## src/rtl/load_unit_pkg.sv

```systemverilog
// Shared definitions for the load execution unit: opcodes, error codes, FSM states.
package load_unit_pkg;

  localparam logic [5:0] OP_LB  = 6'h20;
  localparam logic [5:0] OP_LH  = 6'h21;
  localparam logic [5:0] OP_LW  = 6'h23;
  localparam logic [5:0] OP_LBU = 6'h24;
  localparam logic [5:0] OP_LHU = 6'h25;

  localparam logic [1:0] ERR_OK       = 2'b00;
  localparam logic [1:0] ERR_MISALIGN = 2'b01;
  localparam logic [1:0] ERR_OPCODE   = 2'b10;
  localparam logic [1:0] ERR_TIMEOUT  = 2'b11;

  typedef enum logic [1:0] {
    IDLE     = 2'd0,
    CHECK    = 2'd1,
    REQ_WAIT = 2'd2,
    WB       = 2'd3
  } state_t;

  function automatic logic is_load_op(input logic [5:0] op);
    return op inside {OP_LB, OP_LH, OP_LW, OP_LBU, OP_LHU};
  endfunction

endpackage

```

## src/rtl/load_unit_if.sv

```systemverilog
// Data-memory read port shared with the store path: one request, one response.
interface load_unit_if;
  logic        mem_req;
  logic [31:0] mem_addr;
  logic        mem_rvalid;
  logic [31:0] mem_rdata;

  modport master (output mem_req, output mem_addr, input mem_rvalid, input mem_rdata);
  modport slave  (input mem_req, input mem_addr, output mem_rvalid, output mem_rdata);
endinterface

```

## src/rtl/load_unit_sign_extend.sv

```systemverilog
// Sign-extends the 16-bit I-type immediate to 32 bits.
module load_unit_sign_extend (
  input  logic        [15:0] imm,
  output logic signed [31:0] imm_ext
);
  assign imm_ext = {{16{imm[15]}}, imm};
endmodule

```

## src/rtl/load_unit.sv

```systemverilog
// Multi-cycle load unit: address generation, single memory read, byte/half/word
// extraction and register-file writeback.
module load_unit
  import load_unit_pkg::*;
#(
  parameter int unsigned TIMEOUT = 16
) (
  input  logic        clk,
  input  logic        reset,
  input  logic        start,
  input  logic [31:0] instruction,
  input  logic [31:0] Read_data1,
  load_unit_if.master mem,
  output logic        RegWrite,
  output logic [4:0]  Write_register,
  output logic [31:0] Write_data,
  output logic        busy,
  output logic        done,
  output logic [1:0]  error
);

  localparam logic [15:0] TIMEOUT_CNT = 16'(TIMEOUT);

  state_t             state, state_nxt;
  logic        [5:0]  op_q;
  logic        [4:0]  rt_q;
  logic        [15:0] imm_q;
  logic        [31:0] base_q;
  logic signed [31:0] imm_ext;
  logic        [31:0] ea;
  logic        [15:0] cnt_q;
  logic        [31:0] addr_q;
  logic        [1:0]  err_nxt;
  logic               take_data;

  // The rs field was already consumed by register read upstream.
  logic unused_rs_field;
  assign unused_rs_field = ^instruction[25:21];

  function automatic logic misaligned(input logic [5:0] op, input logic [1:0] off);
    return ((op == OP_LW) && (off != 2'b00)) ||
           (((op == OP_LH) || (op == OP_LHU)) && off[0]);
  endfunction

  // Little-endian lane select followed by sign or zero extension.
  function automatic logic [31:0] extract_load(input logic [5:0] op, input logic [1:0] off,
                                               input logic [31:0] rdata);
    logic signed [7:0]  byte_v;
    logic signed [15:0] half_v;
    byte_v = rdata[{off, 3'b000} +: 8];
    half_v = rdata[{off[1], 4'b0000} +: 16];
    case (op)
      OP_LB:   return {{24{byte_v[7]}}, byte_v};
      OP_LBU:  return {24'h0, byte_v};
      OP_LH:   return {{16{half_v[15]}}, half_v};
      OP_LHU:  return {16'h0, half_v};
      default: return rdata;
    endcase
  endfunction

  load_unit_sign_extend u_sext (
    .imm     (imm_q),
    .imm_ext (imm_ext)
  );

  // Address add wraps modulo 2^32.
  assign ea = base_q + imm_ext;

  // Capture the operands of an accepted start; held stable for the whole operation.
  always_ff @(posedge clk) begin
    if (state == IDLE && start) begin
      op_q   <= instruction[31:26];
      rt_q   <= instruction[20:16];
      imm_q  <= instruction[15:0];
      base_q <= Read_data1;
    end
  end

  // FSM state register.
  always_ff @(posedge clk or posedge reset) begin
    if (reset) state <= IDLE;
    else       state <= state_nxt;
  end

  // Next-state logic and the error code to report on entry to WB.
  always_comb begin
    state_nxt = state;
    err_nxt   = ERR_OK;
    take_data = 1'b0;
    case (state)
      IDLE: if (start) state_nxt = CHECK;
      CHECK: begin
        if (!is_load_op(op_q)) begin
          err_nxt   = ERR_OPCODE;
          state_nxt = WB;
        end else if (misaligned(op_q, ea[1:0])) begin
          err_nxt   = ERR_MISALIGN;
          state_nxt = WB;
        end else begin
          state_nxt = REQ_WAIT;
        end
      end
      REQ_WAIT: begin
        // Data arriving on the expiry cycle still counts as a successful load.
        if (mem.mem_rvalid) begin
          take_data = 1'b1;
          state_nxt = WB;
        end else if (cnt_q == TIMEOUT_CNT) begin
          err_nxt   = ERR_TIMEOUT;
          state_nxt = WB;
        end
      end
      WB:      state_nxt = IDLE;
      default: state_nxt = IDLE;
    endcase
  end

  // Request address, wait counter and writeback result registers.
  always_ff @(posedge clk or posedge reset) begin
    if (reset) begin
      addr_q         <= 32'h0;
      cnt_q          <= 16'h0;
      error          <= ERR_OK;
      Write_register <= 5'd0;
      Write_data     <= 32'h0;
    end else begin
      if (state == CHECK) begin
        addr_q <= {ea[31:2], 2'b00};
        cnt_q  <= 16'h0;
      end else if (state == REQ_WAIT) begin
        cnt_q <= cnt_q + 16'd1;
      end
      if (state_nxt == WB) begin
        error          <= err_nxt;
        Write_register <= rt_q;
        if (take_data) Write_data <= extract_load(op_q, ea[1:0], mem.mem_rdata);
      end
    end
  end

  assign mem.mem_req  = (state == REQ_WAIT);
  assign mem.mem_addr = addr_q;
  assign busy         = (state != IDLE);
  assign done         = (state == WB);
  assign RegWrite     = (state == WB) && (error == ERR_OK) && (Write_register != 5'd0);

endmodule
```

## src/flat_wrapper.sv

```systemverilog
// flat-port wrapper written by rule: the top's interface ports become plain ports
module load_unit_flat import load_unit_pkg::*;
#(
  parameter int unsigned TIMEOUT = 16
)
  (clk, reset, start, instruction, Read_data1, RegWrite, Write_register, Write_data, busy, done, error, mem_mem_req, mem_mem_addr, mem_mem_rvalid, mem_mem_rdata);
  load_unit_if mem_i ();
  input  logic clk;
  input  logic reset;
  input  logic start;
  input  logic [31:0] instruction;
  input  logic [31:0] Read_data1;
  output logic RegWrite;
  output logic [4:0] Write_register;
  output logic [31:0] Write_data;
  output logic busy;
  output logic done;
  output logic [1:0] error;
  output wire logic [$bits(mem_i.mem_req)-1:0] mem_mem_req;
  output wire logic [$bits(mem_i.mem_addr)-1:0] mem_mem_addr;
  input wire logic [$bits(mem_i.mem_rvalid)-1:0] mem_mem_rvalid;
  input wire logic [$bits(mem_i.mem_rdata)-1:0] mem_mem_rdata;
  assign mem_mem_req = mem_i.mem_req;
  assign mem_mem_addr = mem_i.mem_addr;
  assign mem_i.mem_rvalid = mem_mem_rvalid;
  assign mem_i.mem_rdata = mem_mem_rdata;
  load_unit #(.TIMEOUT(TIMEOUT)) u_core (.clk(clk), .reset(reset), .start(start), .instruction(instruction), .Read_data1(Read_data1), .mem(mem_i), .RegWrite(RegWrite), .Write_register(Write_register), .Write_data(Write_data), .busy(busy), .done(done), .error(error));
endmodule
```

## config.mk

```make
export PLATFORM = sky130hd
export DESIGN_NAME = load_unit_flat
export DESIGN_NICKNAME = d
export VERILOG_FILES = /design/src/rtl/load_unit_pkg.sv /design/src/rtl/load_unit_if.sv /design/src/rtl/load_unit_sign_extend.sv /design/src/rtl/load_unit.sv /design/src/flat_wrapper.sv
export SDC_FILE = /design/constraint.sdc
export NUM_CORES = 1
export LEC_CHECK = 0
export ABC_AREA = 1
export CAP_MARGIN = 5
export CORE_MARGIN = 4
export CORE_UTILIZATION = 52
export CTS_CLUSTER_SIZE = 30
export DETAILED_ROUTE_END_ITERATION = 7
export PLACE_DENSITY = 0.81
export RECOVER_POWER = 50
export SLEW_MARGIN = 20
export SYNTH_ARGS = -nofsm -noshare
export SYNTH_HDL_FRONTEND = slang
export SYNTH_SLANG_ARGS = --single-unit
```

## constraint.sdc

```tcl
create_clock -name clk -period 3.42 [get_ports clk]
set_input_delay 0.342 -clock clk [delete_from_list [all_inputs] [get_ports clk]]
set_output_delay 0.342 -clock clk [all_outputs]
set_load 0.02 [all_outputs]
```

Word level (Yosys, flattened, before mapping)
Index checks and enable logic that the tools add are counted.

Register bits after elaboration: 146. Latch bits: 0. Memory bits (writable): 0. Bits in read-only memories: 0. Input port bits: 100. Output and inout port bits: 75. Word-level logic and storage cells: 55. Memories: 0.

$add $sub $neg: 2. $mul: 0. Div/mod/pow operators: 0. Magnitude comparators: 0. Eq/ne operators: 10. Shifts and indexed selects: 2. Multiplexer cells: 16. Bitwise gates (word level): 0. Reduce and logical (&&, ||, !) cells: 15.

Operators with widths (number): $pmux W32 S4 (1); $add A32 B32 Y32 (1); $mux W16 (2); $shiftx A32 B6 Y16 (1); $shiftx A32 B6 Y8 (1); $eq A6 B6 Y1 const B (5); $add A16 B1 Y16 const B (1); $eq A16 B5 Y1 const B (1); $mux W2 (7); $reduce_bool A5 Y1 (2); $pmux W2 S4 (1); $eq A2 B2 Y1 const B (3); $reduce_bool A2 Y1 (3); $logic_and A1 B1 Y1 (5); $logic_not A2 Y1 (2); $mux W1 (4); $pmux W2 S2 (1); $eq A2 B1 Y1 const B (1); $logic_or A1 B1 Y1 (2); $reduce_and A2 Y1 (1).

Depth between registers and ports, before layout
Gate-level depths: netlist of the first run.

Depth in word-level cells: 9. Mapped depth: 15. Gate-level depth less buffers: 15.

By module
A second synthesis of the first run with hierarchy kept.

Cells, all modules: 1256. Area, all modules: 9180.1 µm².

By module, submodules not included: load_unit (times used 1, cells an instance 1224, area each 8939.8 µm², seq. area each 3948.8 µm²); load_unit_sign_extend (times used 1, cells an instance 32, area each 240.2 µm², seq. area each 0.0 µm²).

Worst setup path before layout of the first run
OpenSTA, ideal clock, no wires.

Kind: register to register. Start point: register u_core.state[0]. End point: register u_core.base_q[0] (enable). Setup time: 413 ps. Arrival time: 1859 ps. Data required time: 3007 ps. Setup slack: 1148 ps. Stages on the path, launching flop included: 5. Buffers on the path: 0. Clock period less this slack: 2272 ps. Cell sequence: dfrtp_1 > inv_1 > ha_1 > nand2_1 > inv_1.

Longest elaborated chain between the ends: 2.

Ends and longest elaborated chain: start: declaration (RTL line load_unit.sv:24) `state_t state, state_nxt;`; start signal: assignment (RTL line load_unit.sv:82) `else state <= state_nxt;`; $logic_not A2 Y1 (RTL line load_unit.sv:71) `if (state == IDLE && start) begin`; $logic_and A1 B1 Y1 (RTL line load_unit.sv:71); end signal: assignment (RTL line load_unit.sv:75) `base_q <= Read_data1;`; end: declaration (RTL line load_unit.sv:28) `logic [31:0] base_q;`.

Every way passes these cells. A chain may end at the register's enable or synchronous reset.

Worst setup path in the final report of the first run
Start point: register u_core.imm_q[0]. End point: register u_core.Write_data[16].

Longest elaborated chain between the ends: 9. Elaborated cells between the ends (all ways): 13. Those cells by class: add/sub (1); eq/ne (1); shift (2); mux (4); reduce/logical (5).

Ends and longest elaborated chain: start: declaration (RTL line load_unit.sv:27) `logic [15:0] imm_q;`; start signal: assignment (RTL line load_unit.sv:74) `imm_q <= instruction[15:0];`; $add A32 B32 Y32 * (RTL line load_unit.sv:67) `assign ea = base_q + imm_ext;`; $reduce_bool A2 Y1 (RTL line load_unit.sv:41) `return ((op == OP_LW) && (off != 2'b00)) ||`; $logic_and A1 B1 Y1 (RTL line load_unit.sv:41); $logic_or A1 B1 Y1 (RTL line load_unit.sv:41); $mux W1 (RTL line load_unit.sv:96) `end else if (misaligned(op_q, ea[1:0])) begin`; $mux W2 (RTL line load_unit.sv:93) `if (!is_load_op(op_q)) begin`; $pmux W2 S4 (RTL line load_unit.sv:90) `case (state)`; $eq A2 B2 Y1 (RTL line load_unit.sv:133) `if (state_nxt == WB) begin`; $reduce_and A2 Y1 (no line); end signal: assignment (RTL line load_unit.sv:136) `if (take_data) Write_data <= extract_load(op_q, ea[1:0], mem.mem_rdata);`; end: declaration (RTL line load_unit.sv:16) `output logic [31:0] Write_data,`.

Every way passes the cells marked *; elsewhere a longest branch is shown, timed or not.

==> run_results.csv, run 1 <==
group,metric,value,unit
floorplan,coreArea,15940,um^2
placement,post-dp-hpwl,16100,um
clock_tree,htree_levels,4,
sta,tns,0,ps
job,drv_cap,1,
clock_tree,hold_buffers,0,
routing,postRouteAntennaNets,0,
yosys,postSynthRegisterBits,146,
yosys,synth_area_per_cell,7.778,um^2
power,total_power,8.303,mW
yosys,ys_seq_area_frac,0.4658,
grt,initial_antenna_violation_count,1,
yosys,post_synth_instance_area,8478,um^2
power,ir_worst_vdd,0.0004012,V
grt,grt.overflow.total,0,
floorplan,dieHeight,135.7,um
setup_path,reg2reg_from,"u_core.imm_q[0]",
clock_tree,cts-root-to-sink-buffers,2,
floorplan,floorplan.io_pins,175,
placement,buffer_ports.inserted,167,
outcome,run_status,"complete, but fails checks",
outcome,violated_checks,"max-capacitance violations, max-slew violations",
grt,first_global_vias,7255,
sta,setup_repair_after_global_routing_missed_its_margin,"no",
routing,via_total_after_detailed_routing,7717,
layout,stdcell_count,1489,
clock_tree,insertion_delay,430,ps
clock_tree,post-cts-setup-buffers,0,
floorplan,dieArea,18410,um^2
sta,setup_ws,553.0,ps
sta,relSlewSlack,-0.05285,
clock_tree,cts.sink_count,146,
floorplan,placementRows,46,
grt,grt_max_degree,53,
yosys,synth-async-reset-ratio,0.5959,
yosys,postSynth.topFlopCell,"dfrtp_1",
routing,drt_pass1_iterations,5,
setup_path,worst-r2r-setup-slack,550,ps
layout,post_route_cells_drive_above_1_share,0.04953,
clock_tree,cts_tree,"yes",
clock_tree,clock_tree.root_cell,"clkbuf_16",
floorplan,die_span_x,135.7,um
yosys,synth_cells,1090,
worst_hold_path,hold_path.class,"reg -> reg",
routing,detail_route.drc_violations,0,
grt,grt_usage,0.2379,
grt,grt_pass1_wl,34470,um
clock_tree,post_cts_resize_count,0,
routing,detail_route.wirelength,21370,um
clock_tree,cts.reportedPaths.clkPinSlew,60,ps
yosys,yosys_warnings,0,
placement,numPlacedInstances,1456,
sta,setup-violations-final,0,
sta,timing.fmax,348.8,MHz
sta,finalWorstPathRequiredPeriod,2867,ps
power,power.static_leakage,5.286,nW
layout,flow.area_growth_from_synthesis,28.56,%
routing,wire_per_inst,14.35,um
worst_hold_path,worstHoldStart,"u_core.Write_data[12]",
sta,fin_skew,10.35,ps
yosys,synth_cell_types,45,
sta,timing.final.crit_share,0.8383,
routing,viasPerCell,5.183,
sta,hold_violations,0,
floorplan,effective_utilization_at_floorplan,0.5318,
placement,place_worst_setup_slack,552.1,ps
setup_path,critical_path_peak_fanout,32,
setup_path,end_kind,"flip-flop",
routing,drtIter0Drc,558,
sta,slew_violations,37,
sta,worstMarginPinSlew,1571,ps
setup_path,critical_path.startpoint,"u_core.imm_q[0]",
power,power_density,761.8,nW/um^2
yosys,number_of_enable_type_register_cells_in_the_synthesized_netlist,59,
setup_path,critPathKind,"reg -> reg",
clock_tree,cts_inserted_buffers,17,
setup_path,worst_ep_arrival_time,3170,ps
placement,globalplace.congestion,0.9105,
setup_path,startpoint_type,"flip-flop",
layout,design.final.nets,1398,
setup_path,critPathRequiredTime,3730,ps
## sequential cells by signal, indices dropped and copies added, names as in the netlist
signal / cells
u_core.Write_register: 5
u_core.error: 2
u_core.cnt_q: 16
u_core.imm_q: 16
u_core.Write_data: 32
u_core.rt_q: 5
u_core.op_q: 6
u_core.state: 2
u_core.base_q: 32
u_core.mem.mem_addr: 30
## metal layers
metal	routed length, um	vias up	share of wire	track usage
met4	603	0	0.028	0.1075
met1	8928	3555	0.42	0.2988
met5	0	-	0	0
met3	1290	47	0.060	0.04346
li1	-	3857	-	-
met2	10540	258	0.49	0.4013
## layout make-up
cell class | instances | area (um^2)
Antenna cell | 1 | 2.502
Inverter | 133 | 505.5
Clock inverter | 14 | 138.9
Sequential cell | 146 | 3949
Clock buffer | 18 | 429.2
Fill cell | 1294 | 5044
Multi-Input combinational cell | 787 | 3886
Timing Repair Buffer | 174 | 1718
Tap cell | 216 | 270.3
## report_power, final
group,switching (mW),internal (mW)
clock network,0.745,1.07
logic,2.33,1.46
registers,0.301,2.39
total,3.38,4.93
## kinds of logic (layout without fill, tap and decap cells)
family                   Yosys count  in the layout  synth area share
AND/OR/NAND/NOR                  617            617            0.3084
buffers and inverters            158            339           0.07630
flip-flops                       146            146            0.4658
AO/OA/AOI/OAI                    114            114           0.07512
adder cells (fa/ha/maj)           39             39           0.05844
XOR/XNOR                          15             15           0.01550
other                              1              3         0.0004423
## worst max-delay path, cell delays in order (launching register included)
cell and delay, ps:
edfxtp_1 370, ha_1 220, inv_1 70, fa_1 520, nand2_1 140, nand4_1 90, nand2_1 80, nand2_1 80
nand3_2 140, nand4_2 670, nand2_1 280, nand2_1 80
## cell usage after synthesis (3+ instances only)
cell	n	area (um^2)
buf_2	9	45.04
nand4_1	12	75.07
dfrtp_1	87	2177
buf_4	4	30.03
nand2_1	406	1524
or2_2	8	50.05
buf_6	3	33.78
o211ai_1	8	60.06
xnor2_1	12	105.1
o21ai_1	3	15.01
and3_1	3	18.77
inv_2	4	15.01
inv_1	128	480.5
edfxtp_1	59	1772
a21oi_1	41	205.2
xor2_1	3	26.28
nand3b_1	6	45.04
o21a_1	7	52.55
nor4_1	3	18.77
nand3_1	68	340.3
clkbuf_1	9	33.78
nor2_1	75	281.5
o21bai_1	5	37.54
ha_1	38	475.5
o21ai_0	43	215.2
nor3_1	22	110.1
## placed cells by master, fill, tap and decap left out, drive strengths merged, types with 2 or more instances in the layout
master	n
nand2	407
inv	133
dlygate4sd3	95
dfrtp	87
nor2	79
clkdlybuf4s50	72
nand3	72
edfxtp	59
o21ai	47
a21oi	41
ha	38
nor3	23
clkbuf	20
nand4	13
xnor2	12
or2	8
o211ai	8
o21a	7
nand3b	6
clkinvlp	6
clkinv	6
o21bai	5
buf	5
nor4	3
xor2	3
and3	3
a31oi	2
and2	2
conb	2
bufinv	2
## through the flow
step	hold WS, ps	cell area, um^2	utilization
finish	469.8	10900	0.6836
floorplan	440.9	8482	-
detailed placement	464.7	10350	0.6490
global placement	462.0	10350	0.6490
CTS	326.7	10920	0.6847
global route	490.3	10900	0.6836
## final timing paths
check                      cells past startpoint                       end
setup / recovery                              11     u_core.Write_data[16]
hold / removal                                 2     u_core.Write_data[12]
setup reg to reg                              11     u_core.Write_data[16]
hold reg to reg                                2     u_core.Write_data[12]
max in group asynchronous                      3     u_core.Write_data[13]
min in group asynchronous                      2  u_core.Write_register[2]
(Power assumes the default switching activity.)
==> run 2: changes to the inputs <==
Clock period 3.42 ns to 2.73 ns, I/O delays scaled along.
==> run 2 against run 1 <==
Effect of this change:
- highest routed layer unchanged
- sequential cell count unchanged
- clock-buffer cell count down 1
- clock skew down 4.6 ps
- the flow now finishes without violations
- first-iteration DRC count up 1.8%
- clock power up 29%
==> run_results.csv, run 2 (synthesized netlist as in run 1, its figures left out) <==
group,metric,value,unit
outcome,run_status,"completed",
grt,first_global_vias,7464,
grt,grt_util_met2,0.4259,
clock_tree,htree_levels,4,
layout,post_route_cells_drive_above_1_share,0.05098,
power,power.share.combinational,0.458,
setup_path,worstSetupEndpoint,"u_core.Write_data[26]",
setup_path,cp.buffers_inverters,2,
setup_path,critPathRequiredTime,3090,ps
floorplan,die_span_x,135.7,um
power,switching_power,4.248,mW
grt,grt_use_met1,0.2914,
grt,grt.overflow.total,0,
setup_path,critical_path_cell_count,12,
setup_path,critPathTopFamily,"adder cells",
layout,stdcell_count,1493,
clock_tree,clock_tree.root_cell,"clkbuf_16",
floorplan,coreArea,15940,um^2
grt,grt_usage,0.2402,
setup_path,critical_path.startpoint,"u_core.base_q[0]",
sta,fin_skew,5.745,ps
sta,worstMarginPinSlew,1134,ps
sta,relSlewSlack,0.2395,
routing,wire_per_inst,14.57,um
worst_hold_path,hold_path.class,"in -> reg",
grt,initial_antenna_violation_count,2,
setup_path,rr_worst_depth,12,
power,power_density,964.1,nW/um^2
power,share_clk_of_total_power,0.221,
placement,globalplace.congestion,0.9161,
job,drv_cap,0,
clock_tree,hold_buffers,0,
setup_path,startpoint_type,"flip-flop",
clock_tree,cts.reportedPaths.clkPinSlew,60,ps
floorplan,effective_utilization_at_floorplan,0.5318,
setup_path,worst-r2r-setup-slack,200,ps
setup_path,cp_slowest_stage_delay,500,ps
floorplan,dieArea,18410,um^2
clock_tree,insertion_delay,430,ps
sta,slew_violations,0,
placement,numPlacedInstances,1458,
power,ir_worst_vdd,0.0005569,V
placement,buffer_ports.inserted,167,
layout,flow.area_growth_from_synthesis,29.69,%
grt,grt_use_met3,0.04643,
routing,drt_pass1_iterations,5,
floorplan,placementRows,46,
clock_tree,cts_inserted_buffers,17,
power,switching_share_of_total_power,0.4008,
grt,grt_max_degree,62,
clock_tree,cts-root-to-sink-buffers,2,
grt,grt_pass1_wl,35220,um
routing,drtIter0Drc,568,
power,p_int,6.352,mW
setup_path,worst_ep_arrival_time,2890,ps
layout,layout.filler_cells,1271,
layout,utilization,0.6897,
sta,hold_violations,0,
clock_tree,cts.sink_count,146,
routing,postRouteAntennaNets,0,
routing,viasPerCell,5.228,
routing,detail_route.wirelength,21760,um
clock_tree,cts_tree,"yes",
sta,timing.fmax,395.9,MHz
floorplan,dieHeight,135.7,um
setup_path,critical_path_peak_fanout,20,
sta,finalWorstPathRequiredPeriod,2526,ps
power,seqPwrFrac,0.321,
setup_path,reg2reg_from,"u_core.base_q[0]",
routing,detail_route.drc_violations,0,
setup_path,regToRegEndpoint,"u_core.Write_data[26]",
power,total_power,10.60,mW
setup_path,end_kind,"flip-flop",
setup_path,critPathKind,"reg -> reg",
setup_path,ordered_cell_list_for_the_critical_path,"ha_1, inv_1, fa_2, o21ai_0, or2_2, o21ai_0, nor2_1, nand2_2, buf_12, o211ai_1, nand2_1, nand2_1",
sta,timing.final.crit_share,0.9253,
placement,post-dp-hpwl,16570,um
layout,layout.cells.most_common_list,"406 x nand2_1, 128 x inv_1, 98 x clkdlybuf4s50_1",
power,power.static_leakage,5.284,nW
setup_path,cp_slowest_cell,"fa_2",
layout,design.final.nets,1401,
layout,mostFrequentLayoutCell,"nand2_1",
sta,setup-violations-final,0,
routing,via_total_after_detailed_routing,7806,
grt,globalRoute.busiestLayer,"met2",
floorplan,floorplan.io_pins,175,
## run 2: cell types whose count changed in the layout (fill, tap and decap cells not counted), sizes merged
cell and delta:
clkinv +1, clkbuf -1, inv -1, buf +3, dlygate4sd3 -26, clkdlybuf4s50 +26
diode +1, bufinv +1
## run 2: power by group through the flow
stage	Clock (mW)	Combinational (mW)	Sequential, mW
after floorplan	0	2.48	3.93
after global placement	0	4.77	3.41
after detailed placement	0	4.88	3.44
after CTS	2.37	4.91	3.41
after global routing	2.46	5.35	3.47
final	2.34	4.85	3.40
## run 2: final cells by class
type | count | area [um^2] | share of cell area
repair buffers | 177 | 1780 | 0.1619
diodes | 2 | 5.005 | 0.0004552
clock inverters | 15 | 166.4 | 0.01513
well taps | 216 | 270.3 | 0.02458
clock buffers | 17 | 425.4 | 0.03869
multi-input cells | 787 | 3894 | 0.3541
inverters | 133 | 505.5 | 0.04597
flip-flops and latches | 146 | 3949 | 0.3591
## run 2: metrics by stage
step                hold slack, ps  worst slack (ps)  TNS, ps  area [um^2]
finish                       467.2             204.0        0        11000
global route                 462.0            -6.737   -8.876        11000
CTS                          193.4             201.1        0        10990
detailed placement           464.6             214.6        0        10400
global placement             462.6             307.5        0        10400
floorplan                    371.9             206.8        0         8482
## run 2: routing by layer
metal / share of wire / wire length, um
met1: 0.41 / 8932
met2: 0.50 / 10960
met3: 0.061 / 1335
met4: 0.024 / 530
met5: 0 / 0
## run 2: worst register-to-register path, delay by kind of cell (launching register included)
| family | cells | cell delay (ps) |
|---|---|---|
| fa+ha+maj | 2 | 710 |
| flops | 1 | 380 |
| simple gates | 5 | 580 |
| buf+inv | 2 | 240 |
| compound gates | 3 | 550 |
## run 2: worst min-delay path by stage
stage	startpoint	end	slack, ps	depth (start not counted)
CTS	reset	u_core.Write_register[2]	190	2
detailed placement	u_core.Write_data[8]	u_core.Write_data[8]	460	2
global placement	u_core.Write_data[5]	u_core.Write_data[5]	460	2
floorplan	Read_data1[0]	u_core.base_q[0]	370	0
global route	instruction[18]	u_core.rt_q[2]	460	1
finish	Read_data1[26]	u_core.base_q[26]	470	1
## run 2: timing repair
action	4_1_cts	5_1_grt
endpoints found under the setup margin	0	21
buffers inserted	0	1
resized for setup	0	2
